<file path="src/rtl/xkbd_dec_if.sv">
// xkbd_dec_if: receiver handshake and CPU-side FIFO signals of the scan-code decoder
interface xkbd_dec_if #(
    parameter int DEPTH_LOG2 = 3
) ();
    logic [8:0]            code_in;
    logic                  ps2_sel;
    logic                  rd;
    logic [18:0]           ev_data;
    logic                  empty;
    logic                  full;
    logic [DEPTH_LOG2:0]   count;
    logic                  ovf;
    logic                  ovf_clr;

    modport master (
        output code_in, rd, ovf_clr,
        input  ps2_sel, ev_data, empty, full, count, ovf
    );

    modport slave (
        input  code_in, rd, ovf_clr,
        output ps2_sel, ev_data, empty, full, count, ovf
    );
endinterface

</file>
<file path="src/rtl/xkbd_dec.sv">
// xkbd_dec: folds set-2 scan-code bytes into key events with ASCII and queues them in a FIFO
module xkbd_dec #(
    parameter int DEPTH_LOG2 = 3
) (
    input  logic       clk,
    input  logic       rst,
    xkbd_dec_if.slave  bus
);
    localparam int DEPTH = 1 << DEPTH_LOG2;

    typedef enum logic [1:0] {IDLE, ACK, WAIT} state_t;

    state_t                r_state;
    logic                  r_sel;
    logic [7:0]            r_byte;
    logic                  r_ext;
    logic                  r_brk;
    logic                  r_lshift;
    logic                  r_rshift;

    logic [18:0]           r_mem [DEPTH];
    logic [DEPTH_LOG2-1:0] r_wptr;
    logic [DEPTH_LOG2-1:0] r_rptr;
    logic [DEPTH_LOG2:0]   r_count;
    logic                  r_empty;
    logic                  r_full;
    logic                  r_ovf;

    logic [7:0]            w_map;
    logic [1:0]            w_kind;
    logic                  w_shift;
    logic [7:0]            w_ascii;
    logic                  w_is_e0;
    logic                  w_is_f0;
    logic                  w_discard;
    logic                  w_push;
    logic                  w_pop;
    logic                  w_push_ok;
    logic [DEPTH_LOG2:0]   w_count_nx;
    logic [18:0]           w_event;

    // Set-2 code table: kind 1 = letter (lowercase), 2 = digit, 3 = shift-insensitive key
    always_comb begin
        w_map  = 8'h00;
        w_kind = 2'd0;
        case (r_byte)
            8'h1C: begin w_map = 8'h61; w_kind = 2'd1; end
            8'h32: begin w_map = 8'h62; w_kind = 2'd1; end
            8'h21: begin w_map = 8'h63; w_kind = 2'd1; end
            8'h23: begin w_map = 8'h64; w_kind = 2'd1; end
            8'h24: begin w_map = 8'h65; w_kind = 2'd1; end
            8'h2B: begin w_map = 8'h66; w_kind = 2'd1; end
            8'h34: begin w_map = 8'h67; w_kind = 2'd1; end
            8'h33: begin w_map = 8'h68; w_kind = 2'd1; end
            8'h43: begin w_map = 8'h69; w_kind = 2'd1; end
            8'h3B: begin w_map = 8'h6A; w_kind = 2'd1; end
            8'h42: begin w_map = 8'h6B; w_kind = 2'd1; end
            8'h4B: begin w_map = 8'h6C; w_kind = 2'd1; end
            8'h3A: begin w_map = 8'h6D; w_kind = 2'd1; end
            8'h31: begin w_map = 8'h6E; w_kind = 2'd1; end
            8'h44: begin w_map = 8'h6F; w_kind = 2'd1; end
            8'h4D: begin w_map = 8'h70; w_kind = 2'd1; end
            8'h15: begin w_map = 8'h71; w_kind = 2'd1; end
            8'h2D: begin w_map = 8'h72; w_kind = 2'd1; end
            8'h1B: begin w_map = 8'h73; w_kind = 2'd1; end
            8'h2C: begin w_map = 8'h74; w_kind = 2'd1; end
            8'h3C: begin w_map = 8'h75; w_kind = 2'd1; end
            8'h2A: begin w_map = 8'h76; w_kind = 2'd1; end
            8'h1D: begin w_map = 8'h77; w_kind = 2'd1; end
            8'h22: begin w_map = 8'h78; w_kind = 2'd1; end
            8'h35: begin w_map = 8'h79; w_kind = 2'd1; end
            8'h1A: begin w_map = 8'h7A; w_kind = 2'd1; end
            8'h45: begin w_map = 8'h30; w_kind = 2'd2; end
            8'h16: begin w_map = 8'h31; w_kind = 2'd2; end
            8'h1E: begin w_map = 8'h32; w_kind = 2'd2; end
            8'h26: begin w_map = 8'h33; w_kind = 2'd2; end
            8'h25: begin w_map = 8'h34; w_kind = 2'd2; end
            8'h2E: begin w_map = 8'h35; w_kind = 2'd2; end
            8'h36: begin w_map = 8'h36; w_kind = 2'd2; end
            8'h3D: begin w_map = 8'h37; w_kind = 2'd2; end
            8'h3E: begin w_map = 8'h38; w_kind = 2'd2; end
            8'h46: begin w_map = 8'h39; w_kind = 2'd2; end
            8'h29: begin w_map = 8'h20; w_kind = 2'd3; end
            8'h5A: begin w_map = 8'h0D; w_kind = 2'd3; end
            8'h66: begin w_map = 8'h08; w_kind = 2'd3; end
            default: begin w_map = 8'h00; w_kind = 2'd0; end
        endcase
    end

    // Shift level seen by this byte is the state before the byte's own update
    assign w_shift   = r_lshift | r_rshift;
    assign w_ascii   = r_ext             ? 8'h00 :
                       (w_kind == 2'd1)  ? (w_shift ? w_map - 8'h20 : w_map) :
                       (w_kind == 2'd2)  ? (w_shift ? 8'h00 : w_map) :
                       (w_kind == 2'd3)  ? w_map : 8'h00;
    assign w_is_e0   = r_byte == 8'hE0;
    assign w_is_f0   = r_byte == 8'hF0;
    assign w_discard = r_byte inside {8'h00, 8'hAA, 8'hEE, 8'hFA, 8'hFE, 8'hFF};
    assign w_push    = (r_state == ACK) && !w_is_e0 && !w_is_f0 && !w_discard;
    assign w_event   = {r_brk, r_ext, w_shift, r_byte, w_ascii};

    // Popping while full frees the slot the simultaneous push needs
    assign w_pop      = bus.rd && !r_empty;
    assign w_push_ok  = w_push && (!r_full || w_pop);
    assign w_count_nx = r_count + {{DEPTH_LOG2{1'b0}}, w_push_ok} - {{DEPTH_LOG2{1'b0}}, w_pop};

    // Handshake FSM with receiver; decodes the latched byte and tracks prefixes and shift in ACK
    always_ff @(posedge clk) begin
        if (rst) begin
            r_state  <= IDLE;
            r_sel    <= 1'b0;
            r_byte   <= 8'h00;
            r_ext    <= 1'b0;
            r_brk    <= 1'b0;
            r_lshift <= 1'b0;
            r_rshift <= 1'b0;
        end else begin
            case (r_state)
                IDLE: begin
                    if (bus.code_in[8]) begin
                        r_byte  <= bus.code_in[7:0];
                        r_sel   <= 1'b1;
                        r_state <= ACK;
                    end
                end
                ACK: begin
                    r_sel   <= 1'b0;
                    r_state <= WAIT;
                    if (w_is_e0) begin
                        r_ext <= 1'b1;
                    end else if (w_is_f0) begin
                        r_brk <= 1'b1;
                    end else begin
                        r_ext <= 1'b0;
                        r_brk <= 1'b0;
                        if (!w_discard && !r_ext && r_byte == 8'h12) r_lshift <= !r_brk;
                        if (!w_discard && !r_ext && r_byte == 8'h59) r_rshift <= !r_brk;
                    end
                end
                WAIT: begin
                    if (!bus.code_in[8]) r_state <= IDLE;
                end
                default: begin
                    r_sel   <= 1'b0;
                    r_state <= IDLE;
                end
            endcase
        end
    end

    // FIFO pointers, occupancy flags and sticky overflow
    always_ff @(posedge clk) begin
        if (rst) begin
            r_wptr  <= '0;
            r_rptr  <= '0;
            r_count <= '0;
            r_empty <= 1'b1;
            r_full  <= 1'b0;
            r_ovf   <= 1'b0;
        end else begin
            if (w_push_ok) r_wptr <= r_wptr + DEPTH_LOG2'(1);
            if (w_pop) r_rptr <= r_rptr + DEPTH_LOG2'(1);
            r_count <= w_count_nx;
            r_empty <= w_count_nx == '0;
            r_full  <= w_count_nx == (DEPTH_LOG2 + 1)'(DEPTH);
            if (bus.ovf_clr) r_ovf <= 1'b0;
            if (w_push && !w_push_ok) r_ovf <= 1'b1;
        end
    end

    // Event storage; contents need no reset since empty masks the head
    always_ff @(posedge clk) begin
        if (w_push_ok) r_mem[r_wptr] <= w_event;
    end

    assign bus.ps2_sel = r_sel;
    assign bus.ev_data = r_empty ? 19'h0 : r_mem[r_rptr];
    assign bus.empty   = r_empty;
    assign bus.full    = r_full;
    assign bus.count   = r_count;
    assign bus.ovf     = r_ovf;
endmodule
</file>
<file path="src/flat_wrapper.sv">
// flat-port wrapper written by rule: the top's interface ports become plain ports
module xkbd_dec_flat 
#(
    parameter int DEPTH_LOG2 = 3
)
  (clk, rst, bus_code_in, bus_rd, bus_ovf_clr, bus_ps2_sel, bus_ev_data, bus_empty, bus_full, bus_count, bus_ovf);
  xkbd_dec_if #(.DEPTH_LOG2(DEPTH_LOG2)) bus_i ();
  input  logic clk;
  input  logic rst;
  input wire logic [$bits(bus_i.code_in)-1:0] bus_code_in;
  input wire logic [$bits(bus_i.rd)-1:0] bus_rd;
  input wire logic [$bits(bus_i.ovf_clr)-1:0] bus_ovf_clr;
  output wire logic [$bits(bus_i.ps2_sel)-1:0] bus_ps2_sel;
  output wire logic [$bits(bus_i.ev_data)-1:0] bus_ev_data;
  output wire logic [$bits(bus_i.empty)-1:0] bus_empty;
  output wire logic [$bits(bus_i.full)-1:0] bus_full;
  output wire logic [$bits(bus_i.count)-1:0] bus_count;
  output wire logic [$bits(bus_i.ovf)-1:0] bus_ovf;
  assign bus_i.code_in = bus_code_in;
  assign bus_i.rd = bus_rd;
  assign bus_i.ovf_clr = bus_ovf_clr;
  assign bus_ps2_sel = bus_i.ps2_sel;
  assign bus_ev_data = bus_i.ev_data;
  assign bus_empty = bus_i.empty;
  assign bus_full = bus_i.full;
  assign bus_count = bus_i.count;
  assign bus_ovf = bus_i.ovf;
  xkbd_dec #(.DEPTH_LOG2(DEPTH_LOG2)) u_core (.clk(clk), .rst(rst), .bus(bus_i));
endmodule
</file>
<file path="config.mk">
export PLATFORM = sky130hd
export DESIGN_NAME = xkbd_dec_flat
export DESIGN_NICKNAME = d
export VERILOG_FILES = /design/src/rtl/xkbd_dec_if.sv /design/src/rtl/xkbd_dec.sv /design/src/flat_wrapper.sv
export SDC_FILE = /design/constraint.sdc
export NUM_CORES = 1
export LEC_CHECK = 0
export ABC_AREA = 1
export ABC_CLOCK_PERIOD_IN_PS = 4190
export CAP_MARGIN = 20
export CORE_UTILIZATION = 45
export CTS_BUF_LIST = sky130_fd_sc_hd__clkbuf_4 sky130_fd_sc_hd__clkbuf_8
export CTS_CLUSTER_DIAMETER = 80
export DETAILED_ROUTE_END_ITERATION = 8
export PLACE_DENSITY = 0.62
export SLEW_MARGIN = 5
export SYNTH_ARGS = -nofsm -noshare
export SYNTH_HDL_FRONTEND = slang
export SYNTH_SLANG_ARGS = --single-unit
</file>
<file path="constraint.sdc">
create_clock -name clk -period 4.19 [get_ports clk]
set_input_delay 0.6285 -clock clk [delete_from_list [all_inputs] [get_ports clk]]
set_output_delay 0.6285 -clock clk [all_outputs]
set_load 0.05 [all_outputs]
</file>
==> qor.txt <==
Final clock skew: 0.01343 ns
Placed cell area: 9240 µm²
Antenna violations before repair: 0
Nature of the critical path startpoint: register
Count of instances resized after the clock tree is built: 0
Overall Global Routing Usage: 0.1984
GRT Residual Overflow: 0
Die width: 140.5 µm
Maximum fanout along the worst path: 76
Leak: 3.636 nW
Length of the first detailed-routing pass in iterations: 5
Nets@finish: 941
Final weighted congestion of routability-driven global placement: 0.9439
Fraction of layout instances using a drive strength above 1: 0.1105
Top achievable clock speed: 315.1 MHz
Vias/cell: 5.323
Headroom to the max-slew limit: 0.3472
Class of the worst hold path: reg -> reg
Wirelength per Cell: 16.28 µm
Count of final hold-check violations: 0
Clock Path Buffers: 2
IO Count: 40
Worst setup slack after placement: 0.9870 ns
Via count: 6159
Clock Sink Count: 192
Area of all placed cells without fillers: 9624 µm²
Endpoint type of the worst setup path: primary output
WP data arrival: 2.54 ns
Sum of routed wire length over all layers: 18.84 mm
Area used by sequential logic in the layout: 5366 µm²
Number of I/O port buffers: 39
Die Y: 140.5 µm
Number of slew-limit violations in the final report: 0
Worst Setup Path Type: reg -> out
Average footprint of a synthesized cell: 9.859 µm²
Leading area contributor after synthesis: edfxtp_1
Detail Route Antenna Nets: 0
Required time of the critical path: 3.56 ns
Antenna fix cells: 0
Buffer type at the clock tree root: clkbuf_8
Number of placement rows: 50
Post-detail-place hpwl: 11.47 mm
Post-synth top area share: 0.5291
Post-route setup TNS: 0 ns
Mapped Nets: 906
Most common cell after layout, fill and taps aside: nor2_1
Number of cells produced by synthesis: 875
Synth top area cells: edfxtp_1 53%, dfxtp_1 9.3%, nor2_1 7.4%, o21ai_0 6.6%, nand2_1 5.6%
Netlist area before placement: 8627 µm²
Layout overhead on the synthesized area: 11.56%
Final min period: 3.173 ns
Initial detailed-routing violation count: 519
CTS H-tree depth: 4
Initial core utilization: 0.4597
Sequential cell area fraction in the yosys report: 0.6219
Transition time at the pin with the least slew margin: 0.9718 ns
Final cycle utilization of the critical path: 0.7574
Commonest cells after routing, fill and taps aside: 167 x nor2_1, 152 x edfxtp_1, 128 x nand2_1, 114 x o21ai_0, 59 x inv_1
Setup repair after global routing missed its margin: false
DRC violations left: 0
Number of warnings issued by yosys: 0
Vias in the first global route: 5705
Maximum number of pins on one net before global-route repair: 77
Global-route wire length before repair: 29.82 mm
CTS tree: yes
Insertion delay to the later sink of the worst-skew pair: 0.47 ns
Power per Cell Area: 511.1 nW/µm²
Total Die Area: 19730 µm²
Number of buffers inserted by post-CTS setup repair: 0
Status: complete, no violations
Multi-input combinational cell area: 2855 µm²
Number of filler cells placed in the layout: 1715
Final setup vio count: 0
Clock slew at the register clock pins of the worst setup and hold paths: 0.09 ns
Final critical-path setup slack: 1.017 ns
Library cells used by synthesis: 41
Flip-flop and latch count after synthesis: 192
Max cap viols: 0
TritonCTS Buffers: 17
Worst VDD drop: 0.0002089 V
Core region area: 18770 µm²
CTS Hold Buffers Added: 0
==> registers in the layout, summed over array words and instances (netlist names), 2 cells and up, named ones only <==
signal	cells
u_core.r_mem	152
u_core.bus.count	4
u_core.r_wptr	3
u_core.r_byte	8
u_core.r_state	2
u_core.r_rptr	3
==> cells by family (layout without fill, tap and decap cells) <==
group / Yosys count / after routing / synth area share
AND/OR/NAND/NOR: 367 / 367 / 0.1797
buffers and inverters: 108 / 156 / 0.05062
adder cells (fa/ha/maj): 18 / 18 / 0.02698
XOR/XNOR: 5 / 5 / 0.005076
AO/OA/AOI/OAI: 185 / 185 / 0.1157
flip-flops: 192 / 192 / 0.6219
==> cells in the mapped netlist (all sizes together) <==
cell / instances
clkinv: 1
o22ai: 20
o21ai: 118
inv: 68
o21bai: 1
nor3: 7
xor2: 5
a31oi: 21
edfxtp: 152
nand3: 42
o211ai: 2
fa: 1
a21oi: 21
dfxtp: 40
nor4: 2
ha: 17
a211oi: 1
a21boi: 1
clkbuf: 30
buf: 9
nand2: 136
nand3b: 2
and2: 1
nor2: 175
or2: 2
==> final cells by class <==
| class | instances | area share |
|---|---|---|
| Clock buffer | 18 | 0.02509 |
| Clock inverter | 14 | 0.01482 |
| Tap cell | 234 | 0.03042 |
| Timing Repair Buffer | 55 | 0.04810 |
| Sequential cell | 192 | 0.5576 |
| Inverter | 69 | 0.02730 |
| Multi-Input combinational cell | 575 | 0.2967 |
==> metrics by stage <==
| stage | power [mW] | util | hold WS (ns) | cells |
|---|---|---|---|---|
| after detailed placement | 3.800 | 0.4923 | 0.4325 | 1125 |
| after floorplan | 3.353 | - | 0.4207 | 875 |
| after CTS | 4.951 | 0.5128 | 0.4471 | 1157 |
| final | 4.919 | 0.5128 | 0.4475 | 1157 |
| after global routing | 5.189 | 0.5128 | 0.4706 | 1157 |
| after global placement | 3.788 | 0.4923 | 0.4334 | 1125 |
==> power by group <==
group | leakage [nW] | internal, mW | total [mW] | switching [mW]
Clock | 0.173 | 0.532 | 1.17 | 0.637
Sequential | 1.72 | 2.13 | 2.19 | 0.0621
Combinational | 1.74 | 0.462 | 1.56 | 1.09
Total | 3.64 | 3.13 | 4.92 | 1.79
==> worst max-delay path, cell delays in order (launching register included) <==
cell     delay (ns)
dfxtp_2        0.34
buf_4          0.65
o21ai_0        0.20
o22ai_1        0.18
o21ai_0        0.10
a31oi_1        0.33
buf_4          0.27
==> metal layers <==
layer	part of all wire	global-route usage
met5	0	0
met4	0.015	0.07208
met3	0.048	0.03795
met2	0.48	0.3208
met1	0.46	0.2673
==> final timing paths <==
kind / slack (ns) / endpoint / startpoint / cells after the start
worst max-delay path: 1.02 / bus_ev_data[15] / register / 6
worst min-delay path: 0.45 / u_core.r_rshift / u_core.r_rshift / 2
worst max register to register: 1.24 / u_core.bus.empty / u_core.r_byte[1] / 15
worst min register to register: 0.45 / u_core.r_rshift / u_core.r_rshift / 2
(Power assumes the default switching activity.)
